==> config.mk <==
export PLATFORM = sky130hd
export DESIGN_NAME = nibble_serial_add_ctrl
export DESIGN_NICKNAME = d
export VERILOG_FILES = /design/src/rtl/nibble_serial_add_ctrl_pkg.sv /design/src/rtl/nibble_serial_add_ctrl_nibble_adder.sv /design/src/rtl/nibble_serial_add_ctrl.sv
export SDC_FILE = /design/constraint.sdc
export NUM_CORES = 1
export LEC_CHECK = 0
export ABC_AREA = 1
export CORE_MARGIN = 3
export CORE_UTILIZATION = 59
export CTS_BUF_LIST = sky130_fd_sc_hd__clkbuf_4 sky130_fd_sc_hd__clkbuf_8
export CTS_CLUSTER_DIAMETER = 120
export DETAILED_ROUTE_END_ITERATION = 8
export DONT_BUFFER_PORTS = 1
export PLACE_DENSITY = 0.8
export SYNTH_ARGS = -nofsm -noshare
export SYNTH_HDL_FRONTEND = slang
export SYNTH_SLANG_ARGS = --single-unit
==> constraint.sdc <==
create_clock -name clk -period 2 [get_ports clk]
set_input_delay 0.6 -clock clk [delete_from_list [all_inputs] [get_ports clk]]
set_output_delay 0.6 -clock clk [all_outputs]
set_load 0.005 [all_outputs]
==> src/rtl/nibble_serial_add_ctrl_pkg.sv <==
`default_nettype none
// ============================================================================
// Module      : nibble_serial_add_ctrl_pkg
// Description : Shared constants and FSM state encoding for the nibble-serial
//               adder sequencer.
// Revision    : 1.0 - initial release
// ============================================================================
package nibble_serial_add_ctrl_pkg;

    // Width of the single adder slice reused on every BUSY cycle
    localparam int NIBBLE_W = 4;

    // Sequencer states; the spare code falls back to idle
    typedef enum logic [1:0] {
        ST_IDLE    = 2'd0,
        ST_BUSY    = 2'd1,
        ST_DONE    = 2'd2,
        ST_ILLEGAL = 2'd3
    } state_t;

endpackage : nibble_serial_add_ctrl_pkg
`default_nettype wire

==> src/rtl/nibble_serial_add_ctrl_nibble_adder.sv <==
`default_nettype none
// ============================================================================
// Module      : nibble_adder
// Description : Purely combinational 4-bit ripple-carry slice built from a
//               chain of 1-bit full adders.
// Revision    : 1.0 - initial release
// ============================================================================
module nibble_adder
    import nibble_serial_add_ctrl_pkg::*;
(
    input  logic [NIBBLE_W-1:0] x,
    input  logic [NIBBLE_W-1:0] y,
    input  logic                ci,
    output logic [NIBBLE_W-1:0] s,
    output logic                co
);

    // Ripple carry chain: w_c[0] is the slice carry-in, w_c[NIBBLE_W] the carry-out
    logic [NIBBLE_W:0] w_c;

    assign w_c[0] = ci;

    generate
        for (genvar i = 0; i < NIBBLE_W; i++) begin : g_fa
            assign s[i]     = x[i] ^ y[i] ^ w_c[i];
            assign w_c[i+1] = (x[i] & y[i]) | (w_c[i] & (x[i] ^ y[i]));
        end
    endgenerate

    assign co = w_c[NIBBLE_W];

endmodule : nibble_adder
`default_nettype wire

==> src/rtl/nibble_serial_add_ctrl.sv <==
`default_nettype none
// ============================================================================
// Module      : nibble_serial_add_ctrl
// Description : Sequencer that adds WIDTH-bit operands one nibble per cycle
//               through a single shared 4-bit adder slice, with valid/ready
//               handshakes on the operand and result sides.
//               Optional feature macro: SERIAL_ADD_OVF_EN (adds ovf output).
// Revision    : 1.0 - initial release
// ============================================================================
module nibble_serial_add_ctrl
    import nibble_serial_add_ctrl_pkg::*;
#(
    parameter int WIDTH = 16
) (
    input  logic             clk,
    input  logic             rst_n,
    input  logic             in_valid,
    output logic             in_ready,
    input  logic [WIDTH-1:0] a,
    input  logic [WIDTH-1:0] b,
    input  logic             cin,
    output logic             out_valid,
    input  logic             out_ready,
    output logic [WIDTH-1:0] sum,
    output logic             cout
`ifdef SERIAL_ADD_OVF_EN
    ,
    output logic             ovf
`endif
);

    localparam int NIBBLES = WIDTH / NIBBLE_W;
    localparam int CNT_W   = (NIBBLES > 1) ? $clog2(NIBBLES) : 1;
    localparam logic [CNT_W-1:0] C_CNT_LAST = CNT_W'(NIBBLES - 1);

    state_t               r_state;
    logic [WIDTH-1:0]     r_a_sh;
    logic [WIDTH-1:0]     r_b_sh;
    logic [WIDTH-1:0]     r_sum_sh;
    logic                 r_carry;
    logic [CNT_W-1:0]     r_cnt;

    logic [NIBBLE_W-1:0]  w_s;
    logic                 w_co;
    logic [WIDTH-1:0]     w_sum_next;
    logic                 w_last;

    // Single shared slice: always works on the lowest nibble of the shifters
    nibble_adder u_slice (
        .x  (r_a_sh[NIBBLE_W-1:0]),
        .y  (r_b_sh[NIBBLE_W-1:0]),
        .ci (r_carry),
        .s  (w_s),
        .co (w_co)
    );

    // New slice result enters at the top; older nibbles move towards bit 0
    generate
        if (NIBBLES == 1) begin : g_single_nibble
            assign w_sum_next = w_s;
        end else begin : g_multi_nibble
            assign w_sum_next = {w_s, r_sum_sh[WIDTH-1:NIBBLE_W]};
        end
    endgenerate

    assign w_last = (r_cnt == C_CNT_LAST);

    // FSM, counter, shift registers and carry; async reset aborts any operation
    always_ff @(posedge clk or negedge rst_n) begin
        if (!rst_n) begin
            r_state  <= ST_IDLE;
            r_a_sh   <= '0;
            r_b_sh   <= '0;
            r_sum_sh <= '0;
            r_carry  <= 1'b0;
            r_cnt    <= '0;
        end else begin
            case (r_state)
                ST_IDLE: begin
                    if (in_valid) begin
                        r_a_sh  <= a;
                        r_b_sh  <= b;
                        r_carry <= cin;
                        r_cnt   <= '0;
                        r_state <= ST_BUSY;
                    end
                end
                ST_BUSY: begin
                    r_a_sh   <= r_a_sh >> NIBBLE_W;
                    r_b_sh   <= r_b_sh >> NIBBLE_W;
                    r_sum_sh <= w_sum_next;
                    r_carry  <= w_co;
                    if (w_last) begin
                        r_state <= ST_DONE;
                    end else begin
                        r_cnt <= r_cnt + CNT_W'(1);
                    end
                end
                ST_DONE: begin
                    if (out_ready) begin
                        r_state <= ST_IDLE;
                    end
                end
                default: begin
                    r_state <= ST_IDLE;
                end
            endcase
        end
    end

    assign in_ready  = (r_state == ST_IDLE);
    assign out_valid = (r_state == ST_DONE);
    assign sum       = r_sum_sh;
    assign cout      = r_carry;

`ifdef SERIAL_ADD_OVF_EN
    logic r_ovf;

    // Signed overflow: carry into the MSB (rebuilt from the top operand bits
    // and the top sum bit, all visible on the final BUSY edge) XOR carry out
    always_ff @(posedge clk or negedge rst_n) begin
        if (!rst_n) begin
            r_ovf <= 1'b0;
        end else if (r_state == ST_BUSY && w_last) begin
            r_ovf <= (r_a_sh[NIBBLE_W-1] ^ r_b_sh[NIBBLE_W-1] ^ w_s[NIBBLE_W-1]) ^ w_co;
        end else if (r_state != ST_DONE || out_ready) begin
            r_ovf <= 1'b0;
        end
    end

    assign ovf = r_ovf;
`endif

endmodule : nibble_serial_add_ctrl
`default_nettype wire
# After elaboration in Yosys (flattened, before gate mapping)

Index checks and enable logic that the tools add are counted.

Logic and storage cells: 52
Bits in registers: 53
Output and inout bits: 19

Reduce and logical (&&, ||, !) cells: 5
Multiplexer cells: 13
Equality and inequality tests: 7
Add/sub/neg operators: 1
Bitwise gates (word level): 20

Operators by type and width:

| operator                                              | number |
|---|---|
| case mux 16 bit (2 select lines)                      | 2 |
| 2-to-1 mux 16 bit                                     | 2 |
| 2-to-1 mux 2 bit                                      | 5 |
| AND 1 bit                                             | 8 |
| XOR 1 bit                                             | 8 |
| inequality test 2 bit, second input constant          | 3 |
| case mux 2 bit (3 select lines)                       | 1 |
| AND reduction 3 bit                                   | 2 |
| == test 2 bit, second input constant                  | 2 |
| OR 1 bit                                              | 4 |
| case mux 2 bit (2 select lines)                       | 1 |
| adder 2 x 1 -> 2 bit, second input constant           | 1 |
| == test 2 x 1 -> 1 bit, second input constant         | 1 |
| logical NOT 2 bit                                     | 1 |
| inequality test 2 x 1 -> 1 bit, second input constant | 1 |
| case mux 1 bit (2 select lines)                       | 1 |
| AND reduction 2 bit                                   | 1 |
| nonzero test 2 bit                                    | 1 |
| 2-to-1 mux 1 bit                                      | 1 |

# Depth between registers and ports, before layout

Depth in word-level cells: 10
Mapped depth: 12
Mapped depth without buffers: 12

# Cells and area by module

A second synthesis with hierarchy kept.

Cells, all modules: 322
Area total of the unflattened synthesis: 2555.0 sq um

By module, submodules not included:

| module                 | instances | cells each | area each (sq um) | sequential area each (sq um) |
|---|---|---|---|---|
| nibble_serial_add_ctrl | 1         | 308        | 2437.3            | 1326.3 |
| nibble_adder           | 1         | 14         | 117.6             | 0.0 |

# Least setup slack after synthesis

OpenSTA, ideal clock, no wires.

Path kind: reg-to-reg
From: register r_carry, in the netlist cout
To: register r_sum_sh[15], in the netlist sum[15]
Library setup time: 0.083 ns
Stages on the path, launching flop included: 9
Arrival time: 2.003 ns
Data required time: 1.917 ns
Path slack: -0.086 ns
Buffers on the path: 0
Cell sequence: dfrtp_1 fa_1 inv_1 fa_1 inv_1 fa_1 inv_1 fa_1 o21ai_0

Cells in the longest elaborated chain, start to end: 7

Ends and longest elaborated chain:

| element                | line                                      | text |
|---|---|---|
| start, declared        | nibble_serial_add_ctrl.sv:40              | `logic r_carry;` |
| start signal, assigned | nibble_serial_add_ctrl.sv:83              | `r_carry <= cin;` |
| start signal, assigned | nibble_serial_add_ctrl.sv:92              | `r_carry <= w_co;` |
| AND 1 bit              | nibble_serial_add_ctrl_nibble_adder.sv:26 | `assign w_c[i+1] = (x[i] & y[i]) \| (w_c[i] & (x[i] ^ y[i]));` |
| OR 1 bit               | nibble_serial_add_ctrl_nibble_adder.sv:26 |  |
| AND 1 bit              | nibble_serial_add_ctrl_nibble_adder.sv:26 |  |
| OR 1 bit               | nibble_serial_add_ctrl_nibble_adder.sv:26 |  |
| AND 1 bit              | nibble_serial_add_ctrl_nibble_adder.sv:26 |  |
| OR 1 bit               | nibble_serial_add_ctrl_nibble_adder.sv:26 |  |
| XOR 1 bit              | nibble_serial_add_ctrl_nibble_adder.sv:25 | `assign s[i] = x[i] ^ y[i] ^ w_c[i];` |
| end signal, assigned   | nibble_serial_add_ctrl.sv:91              | `r_sum_sh <= w_sum_next;` |
| end, declared          | nibble_serial_add_ctrl.sv:39              | `logic [WIDTH-1:0] r_sum_sh;` |

Every way passes these cells.
A chain may end at the register's enable or synchronous reset.

# Worst setup path after layout

Ends and elaborated chain as after synthesis.

==> key figures <==
Die
  • Die Area: 5140 sq um
  • Area of the core: 4090 sq um
  • Die height: 71.7 um
  • Die W: 71.7 um
  • Num ports: 56
  • Starting utilization of the core area: 62.4%
  • Row count: 23

Setup path
  • WP buf/inv: 3
  • CP dominant cell by count: fa_2
  • CP Launch Point: cout
  • Slowest cell on the critical path: dfrtp_1
  • R2r startpoint: cout
  • Crit start category: flop
  • CP required: 2.23 ns
  • Crit-path leading delay family: adder cells
  • Crit-path max FO: 2
  • Crit Path Class: flop to flop
  • Cell breakdown of the critical path: fa_2 > inv_2 > fa_2 > inv_1 > fa_2 > inv_2 > fa_1 > o21ai_1
  • Worst stage delay on the critical path: 0.41 ns
  • Critical Path Sink Type: flop
  • Worst Path Arrival: 2.29 ns

Route
  • Vias/cell: 5.37
  • Drt total wl: 4930 um
  • Post-DRT Antenna Nets: 0
  • Drt drc: 0
  • Pre-antenna DRT Iters: 4
  • Vias: 1969
  • Detailed Route Iter0 Violations: 97
  • DR WL/cell: 13.4 um

Placed design
  • Cells after DPL: 358
  • DPL Wire Length: 3390 um
  • IO buf count: 0
  • GP Congestion: 0.750

Clock tree
  • CTS Root Cell: clkbuf_8
  • CTS tree: done
  • Worst skew pair latency: 0.30 ns
  • CTS Sinks: 53
  • TritonCTS Buffers: 5
  • Clock-pin slew on the worst setup and hold paths: 0.09 ns
  • Buffer depth of the longest clock path: 2
  • H-tree Lvls: 2

GRT
  • Number of global-route vias before repair: 1857
  • First-pass GRT wire length: 8380 um
  • Initial antenna violation count: 0
  • Largest net degree at the start of global routing: 54
  • GRT Util Overall: 20.5%
  • GR Overflow Total: 0

STA
  • Worst-margin pin slew: 0.430 ns
  • Fin crit period: 2.07 ns
  • Max Slew Vio Count: 0
  • Slew HR: 71.3%
  • Worst Skew: 0.00632 ns
  • Max Fclk: 0.483 GHz
  • Final setup TNS: -0.0694 ns
  • Final hold vios: 0
  • Setup Viol. Count Final: 1
  • RSZ-0062 raised after global routing: true
  • Period utilization: 103%
  • Post-layout worst setup margin: -0.0694 ns

Status
  • Failing checks: setup timing
  • Status: finished with violations

Synthesis
  • Post-synthesis sequential area ratio: 52.0%
  • Cells after Synth: 319
  • Syn_nets: 361
  • Post-synth cell types: 18
  • Synth Warn #: 0
  • Flops & latches, synth: 53
  • Cell Area, Synth: 2550 sq um
  • Avg Inst Size Synth: 7.99 sq um

Run
  • Max Cap Viol: 0

Power
  • LEAKAGE: 1.48 nW
  • Overall Power: 4.55 mW
  • Pwr dens: 1700 nW/um^2
  • Maximum VDD drop: 0.788 mV

Finish
  • FILL cells: 375
  • # diodes: 0
  • Layout area overhead: 4.81%
  • Nets: 359
  • Share of cells above drive strength 1: 8.52%
  • Non-filler cells, final: 367

Hold path
  • HP Class: input pin to async pin
==> cells by family after synthesis <==
kind of cell	count (synthesis)	share of synthesized area, %
adder cells (fa/ha/maj)	5	3.63
buffers and inverters	38	8.10
AO/OA/AOI/OAI	16	3.58
AND/OR/NAND/NOR	207	32.6
flip-flops	53	52.0
==> report_power, final <==
group	leakage (nW)	internal, mW	switching (mW)	total [mW]
clock network	0.0477	0.289	0.323	0.612
registers	0.662	1.58	0.341	1.92
logic	0.769	0.718	1.30	2.02
==> path summary, 6_finish.rpt <==
check	end	slack [ns]	cells after the start
worst max register to register	sum[15]	-0.07	8
worst max-delay path	sum[15]	-0.07	8
worst min register to register	r_a_sh[15]	0.48	2
worst min-delay path	sum[1]	0.14	1
max in group asynchronous	sum[12]	1.63	1
min in group clk	r_a_sh[12]	0.43	2
==> metal layers <==
| metal | global-route usage, % | vias to the layer above | share of wire [%] |
|---|---|---|---|
| met1 | 27.1 | 922 | 45 |
| li1 | - | 981 | - |
| met5 | 0 | - | 0 |
| met3 | 6.31 | 5 | 7.1 |
| met2 | 33.2 | 61 | 48 |
| met4 | 4.80 | 0 | 0.69 |
==> cell usage in the layout (no fill, tap or decap), types with 2 or more instances in the layout <==
master / count
a21oi_1: 6
buf_4: 9
clkbuf_8: 6
dfrtp_1: 53
fa_2: 3
inv_1: 15
inv_2: 4
nand2_1: 158
nand3_1: 38
nand4_1: 2
nor2_1: 7
o21ai_0: 6
o21ai_1: 3
==> state kept, by name (all words and copies together) (netlist names) <==
signal / cells
r_a_sh: 16
r_b_sh: 16
r_cnt: 2
sum: 16
cout: 1
r_state: 2
==> per-stage QoR <==
stage | worst slack, ns | hold WS (ns) | area (sq um) | util [%]
2_1_floorplan | 0.0134 | 0.304 | 2550 | -
3_3_place_gp | -0.0134 | 0.306 | 2540 | 62.2
3_5_place_dp | -0.0543 | 0.306 | 2540 | 62.2
4_1_cts | -0.0564 | 0.153 | 2670 | 65.3
5_1_grt | -0.144 | 0.152 | 2670 | 65.4
6_report | -0.0694 | 0.139 | 2670 | 65.4
==> timing repair <==
action | in CTS | in global routing
hold buffers | 1 | 0
setup buffers | 1 | 0
resized for setup | 2 | 1
pin swaps | 4 | 0
endpoints found under the hold margin | 53 | 0
setup endpoints to repair | 2 | 2
==> cell type report <==
type / instances / area (sq um) / share of cell area [%]
Tap cell: 50 / 62.6 / 2.34
Multi-Input combinational cell: 228 / 1030 / 38.4
Inverter: 19 / 71.3 / 2.67
Timing Repair Buffer: 10 / 95.1 / 3.56
Clock buffer: 7 / 90.1 / 3.37
Sequential cell: 53 / 1330 / 49.6
==> Yosys cell counts <==
| cell type | number | area share [%] |
|---|---|---|
| o21ai_4 | 1 | 0.64 |
| clkbuf_1 | 1 | 0.15 |
| o21ai_1 | 2 | 0.39 |
| ha_1 | 1 | 0.49 |
| nand3_1 | 38 | 7.5 |
| o21ai_0 | 7 | 1.4 |
| buf_6 | 5 | 2.2 |
| buf_2 | 9 | 1.8 |
| inv_1 | 17 | 2.5 |
| a21oi_1 | 6 | 1.2 |
| dfrtp_1 | 53 | 52 |
| fa_1 | 4 | 3.1 |
| inv_2 | 2 | 0.29 |
| nand2_1 | 159 | 23 |
| nor2_1 | 7 | 1.0 |
| nand4_1 | 2 | 0.49 |
| buf_4 | 4 | 1.2 |
| nor2_2 | 1 | 0.25 |
(Power assumes the default switching activity.)
